### src/rtl/pulse_sequencer.sv
// Programmable multi-phase pulse sequencer: steps through up to NUM_PHASES output
// patterns, each held for a programmable duration, in continuous or burst mode.
module pulse_sequencer #(
    parameter int NUM_PHASES = 4,
    parameter int CNT_W      = 32,
    parameter int OUT_W      = 8,
    parameter int REP_W      = 16
) (
    input  logic                        clk_in,
    input  logic                        rst_n_in,
    input  logic                        start,
    input  logic                        abort,
    input  logic                        mode,
    input  logic [REP_W-1:0]            rep_count,
    input  logic [3:0]                  num_active,
    input  logic [NUM_PHASES*CNT_W-1:0] dur_bus,
    input  logic [NUM_PHASES*OUT_W-1:0] pat_bus,
    input  logic [OUT_W-1:0]            idle_pat,
    output logic [OUT_W-1:0]            signal_out,
    output logic [3:0]                  phase_idx,
    output logic                        busy,
    output logic                        loop_done,
    output logic                        seq_done
);

    // state    | meaning
    // ST_IDLE  | idle_pat driven, waiting for start
    // ST_RUN   | stepping through phases 0..last
    localparam logic [0:0] ST_IDLE = 1'b0;
    localparam logic [0:0] ST_RUN  = 1'b1;
    localparam logic [3:0] MAX_IDX = 4'(NUM_PHASES - 1);

    logic [0:0]       state_q,     state_d;
    logic [OUT_W-1:0] signal_q,    signal_d;
    logic [3:0]       phase_q,     phase_d;
    logic [CNT_W-1:0] timer_q,     timer_d;
    logic [CNT_W-1:0] dur_q,       dur_d;
    logic [REP_W-1:0] loops_q,     loops_d;
    logic [REP_W-1:0] rep_q,       rep_d;
    logic [3:0]       last_q,      last_d;
    logic             mode_q,      mode_d;
    logic             loop_done_q, loop_done_d;
    logic             seq_done_q,  seq_done_d;

    logic [3:0]       next_idx;
    logic [CNT_W-1:0] sel_dur;
    logic [OUT_W-1:0] sel_pat;
    logic [3:0]       eff_last;
    logic [REP_W-1:0] eff_rep;
    logic [REP_W:0]   loops_inc;
    logic             entry;

    always_comb begin
        if ((state_q == ST_IDLE) || (phase_q >= last_q)) begin
            next_idx = 4'd0;
        end else begin
            next_idx = phase_q + 4'd1;
        end
    end

    // Duration and pattern of the phase about to be entered
    always_comb begin
        sel_dur = '0;
        sel_pat = '0;
        for (int i = 0; i < NUM_PHASES; i++) begin
            if (next_idx == 4'(i)) begin
                sel_dur = dur_bus[i*CNT_W +: CNT_W];
                sel_pat = pat_bus[i*OUT_W +: OUT_W];
            end
        end
    end

    assign eff_last  = (num_active > MAX_IDX) ? MAX_IDX : num_active;
    assign eff_rep   = (rep_count == '0) ? REP_W'(1) : rep_count;
    assign loops_inc = {1'b0, loops_q} + (REP_W+1)'(1);

    always_comb begin
        state_d     = state_q;
        signal_d    = signal_q;
        phase_d     = phase_q;
        timer_d     = timer_q;
        dur_d       = dur_q;
        loops_d     = loops_q;
        rep_d       = rep_q;
        last_d      = last_q;
        mode_d      = mode_q;
        loop_done_d = 1'b0;
        seq_done_d  = 1'b0;
        entry       = 1'b0;

        case (state_q)
            ST_IDLE: begin
                signal_d = idle_pat;
                phase_d  = 4'd0;
                timer_d  = '0;
                if (start && !abort) begin
                    state_d = ST_RUN;
                    loops_d = '0;
                    entry   = 1'b1;
                end
            end
            ST_RUN: begin
                if (abort) begin
                    state_d    = ST_IDLE;
                    signal_d   = idle_pat;
                    phase_d    = 4'd0;
                    timer_d    = '0;
                    seq_done_d = 1'b1;
                end else if (timer_q == dur_q) begin
                    if (phase_q >= last_q) begin
                        loop_done_d = 1'b1;
                        loops_d     = (loops_q == '1) ? loops_q : loops_inc[REP_W-1:0];
                        if (mode_q && (loops_inc >= {1'b0, rep_q})) begin
                            state_d    = ST_IDLE;
                            signal_d   = idle_pat;
                            phase_d    = 4'd0;
                            timer_d    = '0;
                            seq_done_d = 1'b1;
                        end else begin
                            entry = 1'b1;
                        end
                    end else begin
                        entry = 1'b1;
                    end
                end else begin
                    timer_d = timer_q + CNT_W'(1);
                end
            end
            default: begin
                state_d = ST_IDLE;
            end
        endcase

        // Phase entry snapshots its configuration so mid-phase edits wait for the next entry
        if (entry) begin
            phase_d  = next_idx;
            timer_d  = '0;
            dur_d    = sel_dur;
            signal_d = sel_pat;
            last_d   = eff_last;
            mode_d   = mode;
            rep_d    = eff_rep;
        end
    end

    always_ff @(posedge clk_in or negedge rst_n_in) begin
        if (!rst_n_in) begin
            state_q     <= ST_IDLE;
            signal_q    <= '0;
            phase_q     <= 4'd0;
            timer_q     <= '0;
            dur_q       <= '0;
            loops_q     <= '0;
            rep_q       <= '0;
            last_q      <= 4'd0;
            mode_q      <= 1'b0;
            loop_done_q <= 1'b0;
            seq_done_q  <= 1'b0;
        end else begin
            state_q     <= state_d;
            signal_q    <= signal_d;
            phase_q     <= phase_d;
            timer_q     <= timer_d;
            dur_q       <= dur_d;
            loops_q     <= loops_d;
            rep_q       <= rep_d;
            last_q      <= last_d;
            mode_q      <= mode_d;
            loop_done_q <= loop_done_d;
            seq_done_q  <= seq_done_d;
        end
    end

    assign signal_out = signal_q;
    assign phase_idx  = phase_q;
    assign busy       = (state_q == ST_RUN);
    assign loop_done  = loop_done_q;
    assign seq_done   = seq_done_q;

endmodule

### config.mk
export PLATFORM = sky130hd
export DESIGN_NAME = pulse_sequencer
export DESIGN_NICKNAME = d
export VERILOG_FILES = /design/src/rtl/pulse_sequencer.sv
export SDC_FILE = /design/constraint.sdc
export NUM_CORES = 1
export LEC_CHECK = 0
export CAP_MARGIN = 20
export CORE_MARGIN = 3
export CORE_UTILIZATION = 48
export CTS_CLUSTER_SIZE = 24
export DETAILED_ROUTE_END_ITERATION = 8
export PLACE_DENSITY = 0.8
export REMOVE_ABC_BUFFERS = 1
export SLEW_MARGIN = 20
export SYNTH_ARGS = -nofsm -noshare
export SYNTH_HDL_FRONTEND = slang
export SYNTH_SLANG_ARGS = --single-unit
### constraint.sdc
create_clock -name clk_in -period 4 [get_ports clk_in]
set_input_delay 0.4 -clock clk_in [delete_from_list [all_inputs] [get_ports clk_in]]
set_output_delay 0.4 -clock clk_in [all_outputs]
set_load 0.1 [all_outputs]
== Word level (Yosys, flattened, before mapping) ==
Cells that the tools add are included.

* Register bits after elaboration: 116
* Output and inout bits: 15
* Input port bits: 193
* Logic and storage cells: 95

* Muxes and demuxes: 53
* Bitwise gates (word level): 1
* $lt $le $gt $ge: 3
* Equal/unequal tests: 15
* Reductions and logical operators: 9
* $add $sub $neg: 3

{| class="wikitable"
|+ Operators by type and width
! operator !! count
|-
| $mux 32 || 9
|-
| $mux 16 || 6
|-
| $mux 8 || 9
|-
| $pmux 32 s2 || 1
|-
| $add 32x1->32 const B || 1
|-
| $eq 32x32->1 || 1
|-
| $pmux 16 s2 || 1
|-
| $mux 4 || 7
|-
| $add 16x1->17 const B || 1
|-
| $ge 17x16->1 || 1
|-
| $eq 16x16->1 const B || 1
|-
| $logic_not 16->1 || 1
|-
| $mux 1 || 16
|-
| $pmux 8 s2 || 1
|-
| $ne 4x2->1 const B || 3
|-
| $eq 4x2->1 const B || 2
|-
| $pmux 4 s2 || 1
|-
| $ne 2x1->1 const B || 3
|-
| $ne 5x4->1 const B || 1
|-
| $ne 5x5->1 const B || 1
|-
| $reduce_and 5->1 || 1
|-
| $add 4x1->4 const B || 1
|-
| $eq 4x1->1 const B || 1
|-
| $ge 4x4->1 || 1
|-
| 10 further kinds || 13
|}

== Logic depth before layout (Yosys ltp) ==
Gate-level depths: netlist of the first run.

* Word-level depth: 10
* Gate-level depth with buffers: 16
* Gate-level depth less buffers: 14

== Worst setup path before layout of the first run ==
No wires, ideal clock.

* Path kind: flip-flop to flip-flop
* Start: register loops_q[0]
* End: register dur_q[22]
* Library setup time: 0.127 ns
* Clock period less this slack: 3.314 ns
* Path slack: 0.686 ns
* Cell stages (with the launch flop): 16
* Arrival time: 3.186 ns
* Cell sequence: dfrtp_1 > ha_1 > nand3_2 > nor3b_2 > nand2_1 > and2_1 > or2_2 > ha_1 > nand3_1 > or2_2 > o2111ai_1 > nand2_1 > o211a_1 > buf_4 > buf_6 > mux2_1

* Cells in the longest elaborated chain, start to end: 8

{| class="wikitable"
|+ Ends and longest elaborated chain
! element !! RTL line !! source
|-
| start: declaration || 38 || <nowiki>logic [REP_W-1:0] loops_q, loops_d;</nowiki>
|-
| start signal: assignment || 165 || <nowiki>loops_q <= loops_d;</nowiki>
|-
| $add 16x1->17 || 75 || <nowiki>assign loops_inc = {1'b0, loops_q} + (REP_W+1)'(1);</nowiki>
|-
| $ge 17x16->1 || 113 || <nowiki>if (mode_q && (loops_inc >= {1'b0, rep_q})) begin</nowiki>
|-
| $logic_and 1x1->1 || 113 ||
|-
| $mux 1 || 113 ||
|-
| $mux 1 || 110 || <nowiki>if (phase_q >= last_q) begin</nowiki>
|-
| $mux 1 || 109 || <nowiki>end else if (timer_q == dur_q) begin</nowiki>
|-
| $mux 1 || 103 || <nowiki>if (abort) begin</nowiki>
|-
| $pmux 1 s2 || 91 || <nowiki>case (state_q)</nowiki>
|-
| end signal: assignment || 164 || <nowiki>dur_q <= dur_d;</nowiki>
|-
| end: declaration || 37 || <nowiki>logic [CNT_W-1:0] dur_q, dur_d;</nowiki>
|}

No other way between the ends.
A chain may end at the register's enable or synchronous reset.

== Final worst setup path of the first run ==
* Start: register loops_q[0]
* End: register rep_q[1]

* Cells in the longest elaborated chain, start to end: 8

{| class="wikitable"
|+ Ends and longest elaborated chain
! element !! RTL line !! source
|-
| $add 16x1->17 || 75 ||
|-
| $ge 17x16->1 || 113 ||
|-
| $logic_and 1x1->1 || 113 ||
|-
| $mux 1 || 113 ||
|-
| $mux 1 || 110 ||
|-
| $mux 1 || 109 ||
|-
| $mux 1 || 103 ||
|-
| $pmux 1 s2 || 91 ||
|-
| end signal: assignment || 166 || <nowiki>rep_q <= rep_d;</nowiki>
|-
| end: declaration || 39 || <nowiki>logic [REP_W-1:0] rep_q, rep_d;</nowiki>
|}

No other way between the ends.

==> results of run 1 <==
==> metrics by stage <==
step | instance area [sq um] | worst slack [ns] | std cells
2_1_floorplan | 6680 | -1.061 | 674
3_3_place_gp | 9096 | 0.4754 | 1072
3_5_place_dp | 9096 | 0.3357 | 1072
4_1_cts | 9654 | 0.3147 | 1104
5_1_grt | 9682 | 0.1004 | 1105
6_report | 9682 | 0.3116 | 1105
==> power breakdown <==
group	total, mW	leakage (nW)	switching (mW)	internal [mW]
clock	1.42	0.268	0.520	0.902
combinational	1.04	2.50	0.519	0.524
sequential	1.50	1.49	0.132	1.37
==> area by class of cell <==
type	instances	area (sq um)	share of cell area
Clock buffer	25	485.5	0.05014
Timing Repair Buffer	219	2192	0.2264
Sequential cell	116	2903	0.2998
Clock inverter	7	72.57	0.007495
Tap cell	180	225.2	0.02326
Multi-Input combinational cell	530	3699	0.3820
Inverter	28	105.1	0.01086
==> critical path, stage by stage, from the launching register on <==
cell       delay (ns)
dfrtp_1          0.44
ha_1             0.23
nand3_2          0.13
nor3b_2          0.26
nand2_1          0.10
and2_1           0.17
or2_2            0.29
ha_1             0.30
nand3_1          0.11
or2_2            0.30
o2111ai_1        0.28
nand2_1          0.11
o211a_2          0.29
buf_12           0.19
mux2_1           0.34
==> how the worst max path moves through the flow <==
stage | endpoint | startpoint | slack (ns) | cells past startpoint
3_3_place_gp | dur_q[17]$_DFFE_PN0N_ | loops_q[0]$_DFFE_PN0P_ | 0.48 | 14
2_1_floorplan | signal_out[1]$_DFFE_PN0P_ | phase_idx[0]$_DFFE_PN0P_ | -1.06 | 9
3_5_place_dp | rep_q[1]$_DFFE_PN0N_ | loops_q[0]$_DFFE_PN0P_ | 0.34 | 14
5_1_grt | dur_q[11]$_DFFE_PN0N_ | loops_q[2]$_DFFE_PN0P_ | 0.10 | 15
4_1_cts | dur_q[17]$_DFFE_PN0N_ | loops_q[0]$_DFFE_PN0P_ | 0.31 | 14
6_report | rep_q[1]$_DFFE_PN0N_ | loops_q[0]$_DFFE_PN0P_ | 0.31 | 14
==> layer usage <==
layer / part of all wire / up-vias
met1: 0.41 / 2881
met2: 0.51 / 195
met5: 0 / -
met4: 0.026 / 0
li1: - / 2969
met3: 0.058 / 29
==> state kept, by name, indices dropped and copies added (netlist names) <==
name        count
last_q          4
dur_q          32
busy            1
seq_done        1
loop_done       1
rep_q          16
signal_out      8
loops_q        16
timer_q        32
mode_q          1
phase_idx       4
==> placed cells by master, fill, tap and decap left out, types with 21 or more instances in the layout <==
cell,instances
nand3_1,35
mux2_1,33
clkdlybuf4s50_1,206
xor2_1,54
inv_1,28
a222oi_1,40
a21oi_1,21
nand2_1,104
nor2_1,56
ha_1,23
dfrtp_1,116
==> cells by family after synthesis <==
group           after synthesis  synth area share
simple gates                273            0.1872
flops                       116            0.4230
compound gates              110            0.1287
xor+xnor                     71           0.09061
buf+inv                      61           0.04193
mux                          53           0.08660
fa+ha+maj                    23           0.04193
==> impl_metrics.env, run 1 <==
export IMPL_grt_max_degree=55
export IMPL_nFillCells=1050
export IMPL_yosys_area_top_type="dfrtp_1"
export IMPL_synth_enable_flop_cells=0
export IMPL_postSynthAreaPerCell_sq_um=9.707
export IMPL_startpoint_type="flop"
export IMPL_final_util=0.6948
export IMPL_synth_most_common_cell="dfrtp_1"
export IMPL_setup_violations=0
export IMPL_timing_hold_ws_ns=0.01616
export IMPL_syn_to_final_growth_pct=41.08
export IMPL_yosys_area_top_type_share=0.4230
export IMPL_gr_usage_met2=0.4034
export IMPL_antenna_found_initial=0
export IMPL_antenna_left=0
export IMPL_core_area_sq_um=13930
export IMPL_crit_type="reg -> reg"
export IMPL_dp_hpwl_um=13600
export IMPL_via_per_inst=5.497
export IMPL_worstPathRequired_ns=4.30
export IMPL_row_count=43
export IMPL_vias=6074
export IMPL_antenna_cells=0
export IMPL_clock_path_buffers=2
export IMPL_wl_per_cell_um=16.47
export IMPL_die_x_um=125.6
export IMPL_dieArea_sq_um=15770
export IMPL_cts_max_level=4
export IMPL_drive_gt1_frac=0.08324
export IMPL_use_met1=0.2881
export IMPL_rrSetupSlack_ns=0.31
export IMPL_drc_errors=0
export IMPL_grt_busiest_layer="met2"
export IMPL_start_util=0.4925
export IMPL_async_reset_ff_frac=1.000
export IMPL_synth_ff_type="dfrtp_1"
export IMPL_drtPass1Iterations=7
export IMPL_period_needed_ns=3.688
export IMPL_cts_tree="done"
export IMPL_ys_types=53
export IMPL_hold_buffers=0
export IMPL_drt_total_wl_um=18200
export IMPL_hold_path_class="in -> async"
export IMPL_clock_root_buffer="clkbuf_16"
export IMPL_r2r_end="rep_q[1]$_DFFE_PN0N_"
export IMPL_maxSlewViolCount=0
export IMPL_final_hold_violation_count=0
export IMPL_finClkSkew_ns=0.008304
export IMPL_layout_nets=1128
export IMPL_path_max_fanout=48
export IMPL_netlist_area_sq_um=6863
export IMPL_total_power_mw=3.969
export IMPL_synth_common_cells="116 x dfrtp_1, 104 x nand2_1, 56 x nor2_1, 54 x xor2_1, 40 x a222oi_1"
export IMPL_r2r_start="loops_q[0]$_DFFE_PN0P_"
export IMPL_grt_pass1_wl_um=30040
export IMPL_slew_headroom=0.3262
export IMPL_seq_area_frac_synth=0.4230
export IMPL_synthCells=707
export IMPL_clock_fmax_mhz=271.1
export IMPL_path_clk_slew_ns=0.05
export IMPL_rsz0062_at_grt="no"
export IMPL_worstMarginPinSlew_ns=1.008
export IMPL_status="complete, no violations"
export IMPL_end_kind="flop"
export IMPL_grt_use_met3=0.05639
export IMPL_r2r_worst_path_cells=14
export IMPL_yosysWarnings=0
export IMPL_ys_top_cells_by_area="dfrtp_1 42%, xor2_1 6.9%, a222oi_1 5.8%"
export IMPL_place_congestion=0.8817
export IMPL_ys_ff_latch=116
export IMPL_p_per_area_nw_per_um2=409.9
export IMPL_grt_pass1_vias=6243
export IMPL_arrival_ns=3.99
export IMPL_port_buffers=207
export IMPL_postCtsSetupRepairBufs=0
export IMPL_groute_usage_overall=0.2367
export IMPL_max_cap_violations=0
export IMPL_cts_resized_gates=0
export IMPL_initialDrtViolationCount=530
export IMPL_insertion_delay_ns=0.42
export IMPL_io_pins=208
export IMPL_min_period_over_period=0.9221
export IMPL_cts_sinks=116
export IMPL_overflow=0
export IMPL_cellLeakagePower_nw=4.251
export IMPL_ir_worst_vdd_uv=342.8
export IMPL_die_height_um=125.6
export IMPL_tns_ns=0
export IMPL_cts_buffers=17
Note: power is estimated with default switching activity, not from simulation.
==> run 2: changes to the inputs <==
CAP_MARGIN = default   (was 20)
CORE_MARGIN = 2   (was 3)
==> run 2 against run 1 <==
Register-to-register slack got worse by 0.03 ns. Cell area grew 0.67%. Routed wire length increased by 1.4%. Core utilization rose by 0.47 points. Total power increased by 3.6%. Clock power grew 8%. Critical path type unchanged. Largest cell class unchanged.
==> impl_metrics.env, run 2 (synthesis gave the netlist of run 1 again) <==
export IMPL_status="complete, no violations"
export IMPL_p_int_mw=2.925
export IMPL_via_per_inst=5.592
export IMPL_critical_path_top_delay_family="simple AND/OR/NAND/NOR gates"
export IMPL_max_stage_delay_ns=0.44
export IMPL_power_frac_comb=0.257
export IMPL_worstPathRequired_ns=4.32
export IMPL_total_power_mw=4.112
export IMPL_drtPass1Iterations=7
export IMPL_period_needed_ns=3.721
export IMPL_timing_critical_path_from="loops_q[0]$_DFFE_PN0P_"
export IMPL_grt_pass1_vias=6264
export IMPL_p_per_area_nw_per_um2=421.9
export IMPL_die_x_um=123.6
export IMPL_hold_path_class="in -> async"
export IMPL_clock_path_buffers=2
export IMPL_min_period_over_period=0.9303
export IMPL_swShare=0.2887
export IMPL_clock_fmax_mhz=268.7
export IMPL_antenna_found_initial=0
export IMPL_clkPwrFrac=0.376
export IMPL_cts_buffers=17
export IMPL_antenna_cells=0
export IMPL_rsz0062_at_grt="no"
export IMPL_io_pins=208
export IMPL_insertion_delay_ns=0.41
export IMPL_placed_cells=1072
export IMPL_postCtsSetupRepairBufs=0
export IMPL_overflow=0
export IMPL_reg_top3="dur_q (32), timer_q (32)"
export IMPL_start_util=0.4925
export IMPL_cts_tree="done"
export IMPL_clock_root_buffer="clkbuf_16"
export IMPL_r2r_start="loops_q[0]$_DFFE_PN0P_"
export IMPL_row_count=43
export IMPL_syn_to_final_growth_pct=42.02
export IMPL_cp_slowest_cell="dfrtp_1"
export IMPL_stdcell_count=1105
export IMPL_final_common_cell="clkdlybuf4s50_1"
export IMPL_crit_type="reg -> reg"
export IMPL_dp_hpwl_um=13860
export IMPL_switching_power_mw=1.187
export IMPL_finClkSkew_ns=0.006176
export IMPL_grt_max_degree=71
export IMPL_fin_area_sq_um=9747
export IMPL_end_kind="flop"
export IMPL_path_buf_inv=2
export IMPL_max_cap_violations=0
export IMPL_wl_per_cell_um=16.70
export IMPL_nFillCells=1061
export IMPL_seqCellArea_sq_um=2903
export IMPL_path_max_fanout=19
export IMPL_final_hold_violation_count=0
export IMPL_dpl_cell_area_sq_um=9109
export IMPL_initialDrtViolationCount=483
export IMPL_crit_chain="ha_1 > nand3_2 > nor2_1 > nand3_1 > or2_2 > nand2_1 > ha_1 > nand4_1 > nor3_1 > a2111oi_1 > o2111ai_1 > nand2_1 > o211a_2 > buf_4 > buf_4 > mux2i_1"
export IMPL_vias=6179
export IMPL_arrival_ns=4.04
export IMPL_maxSlewViolCount=0
export IMPL_multi_input_area_sq_um=3705
export IMPL_cts_max_level=4
export IMPL_die_height_um=123.6
export IMPL_cellLeakagePower_nw=4.285
export IMPL_layout_nets=1128
export IMPL_final_cell_mix="206 x clkdlybuf4s50_1, 116 x dfrtp_1, 104 x nand2_1"
export IMPL_dieArea_sq_um=15270
export IMPL_place_congestion=0.8926
export IMPL_drc_errors=0
export IMPL_port_buffers=207
export IMPL_ir_worst_vdd_uv=308.1
export IMPL_startpoint_type="flop"
export IMPL_worstMarginPinSlew_ns=1.006
export IMPL_p_seq_frac=0.367
export IMPL_setup_violations=0
export IMPL_drive_gt1_frac=0.08649
export IMPL_drt_total_wl_um=18450
export IMPL_slew_headroom=0.3272
export IMPL_cts_sinks=116
export IMPL_final_util=0.6995
export IMPL_core_area_sq_um=13930
export IMPL_grt_pass1_wl_um=30440
export IMPL_groute_usage_overall=0.2560
export IMPL_path_clk_slew_ns=0.05
export IMPL_antenna_left=0
[run 2: final timing paths]
check                                      endpoint  slack [ns]  cells after the start
setup / recovery              last_q[1]$_DFFE_PN0N_        0.28                     16
hold / removal             phase_idx[2]$_DFFE_PN0P_        0.11                      1
setup reg to reg              last_q[1]$_DFFE_PN0N_        0.28                     16
hold reg to reg                rep_q[2]$_DFFE_PN0N_        0.49                      1
max in group asynchronous    timer_q[2]$_DFFE_PN0P_        3.14                      2
min in group clk_in            rep_q[2]$_DFFE_PN0N_        0.49                      1
[run 2: layout make-up]
| class | instances | area share |
|---|---|---|
| sequential | 116 | 0.2978 |
| clock buffer | 23 | 0.04904 |
| inverter | 28 | 0.01078 |
| tap | 180 | 0.02311 |
| clock inverter | 9 | 0.01297 |
| multi-input combinational | 530 | 0.3801 |
| timing repair buffer | 219 | 0.2262 |
[run 2: power by group through the flow]
stage                     Combinational (mW)  Clock (mW)  Sequential, mW
after floorplan                        0.504           0            1.61
after global placement                  1.02           0            1.52
after detailed placement                1.05           0            1.53
after CTS                               1.06        1.56            1.51
after global routing                    1.15        1.62            1.53
final                                   1.06        1.54            1.51
[run 2: metrics by stage]
| stage | setup slack (ns) | hold slack [ns] | TNS, ns |
|---|---|---|---|
| after floorplan | -1.061 | 0.1044 | -36.49 |
| after global placement | 0.4478 | 0.4706 | 0 |
| after detailed placement | 0.3155 | 0.4810 | 0 |
| after CTS | 0.2449 | 0.1466 | 0 |
| after global routing | 0.01633 | 0.1778 | 0 |
| final | 0.2786 | 0.1120 | 0 |
[run 2: worst register-to-register path, stage by stage (launching register included)]
cell and delay (ns):
dfrtp_1 0.44, ha_1 0.23, nand3_2 0.14, nor2_1 0.20, nand3_1 0.12, or2_2 0.31, nand2_1 0.09, ha_1 0.24
nand4_1 0.15, nor3_1 0.07, a2111oi_1 0.41, o2111ai_1 0.19, nand2_1 0.12, o211a_2 0.22, buf_4 0.28, buf_4 0.24
mux2i_1 0.21
[run 2: repair_timing]
item                                    4_1_cts  5_1_grt
resized for setup                             0        2
endpoints found under the setup margin        0        6
hold buffers                                  0        0
[run 2: layer usage]
metal	GRT usage	vias up	wire length, um
li1	-	2973	-
met1	0.3225	2998	7808
met2	0.4413	184	9400
met3	0.05586	24	923
met4	0.07670	0	316
met5	0	-	0
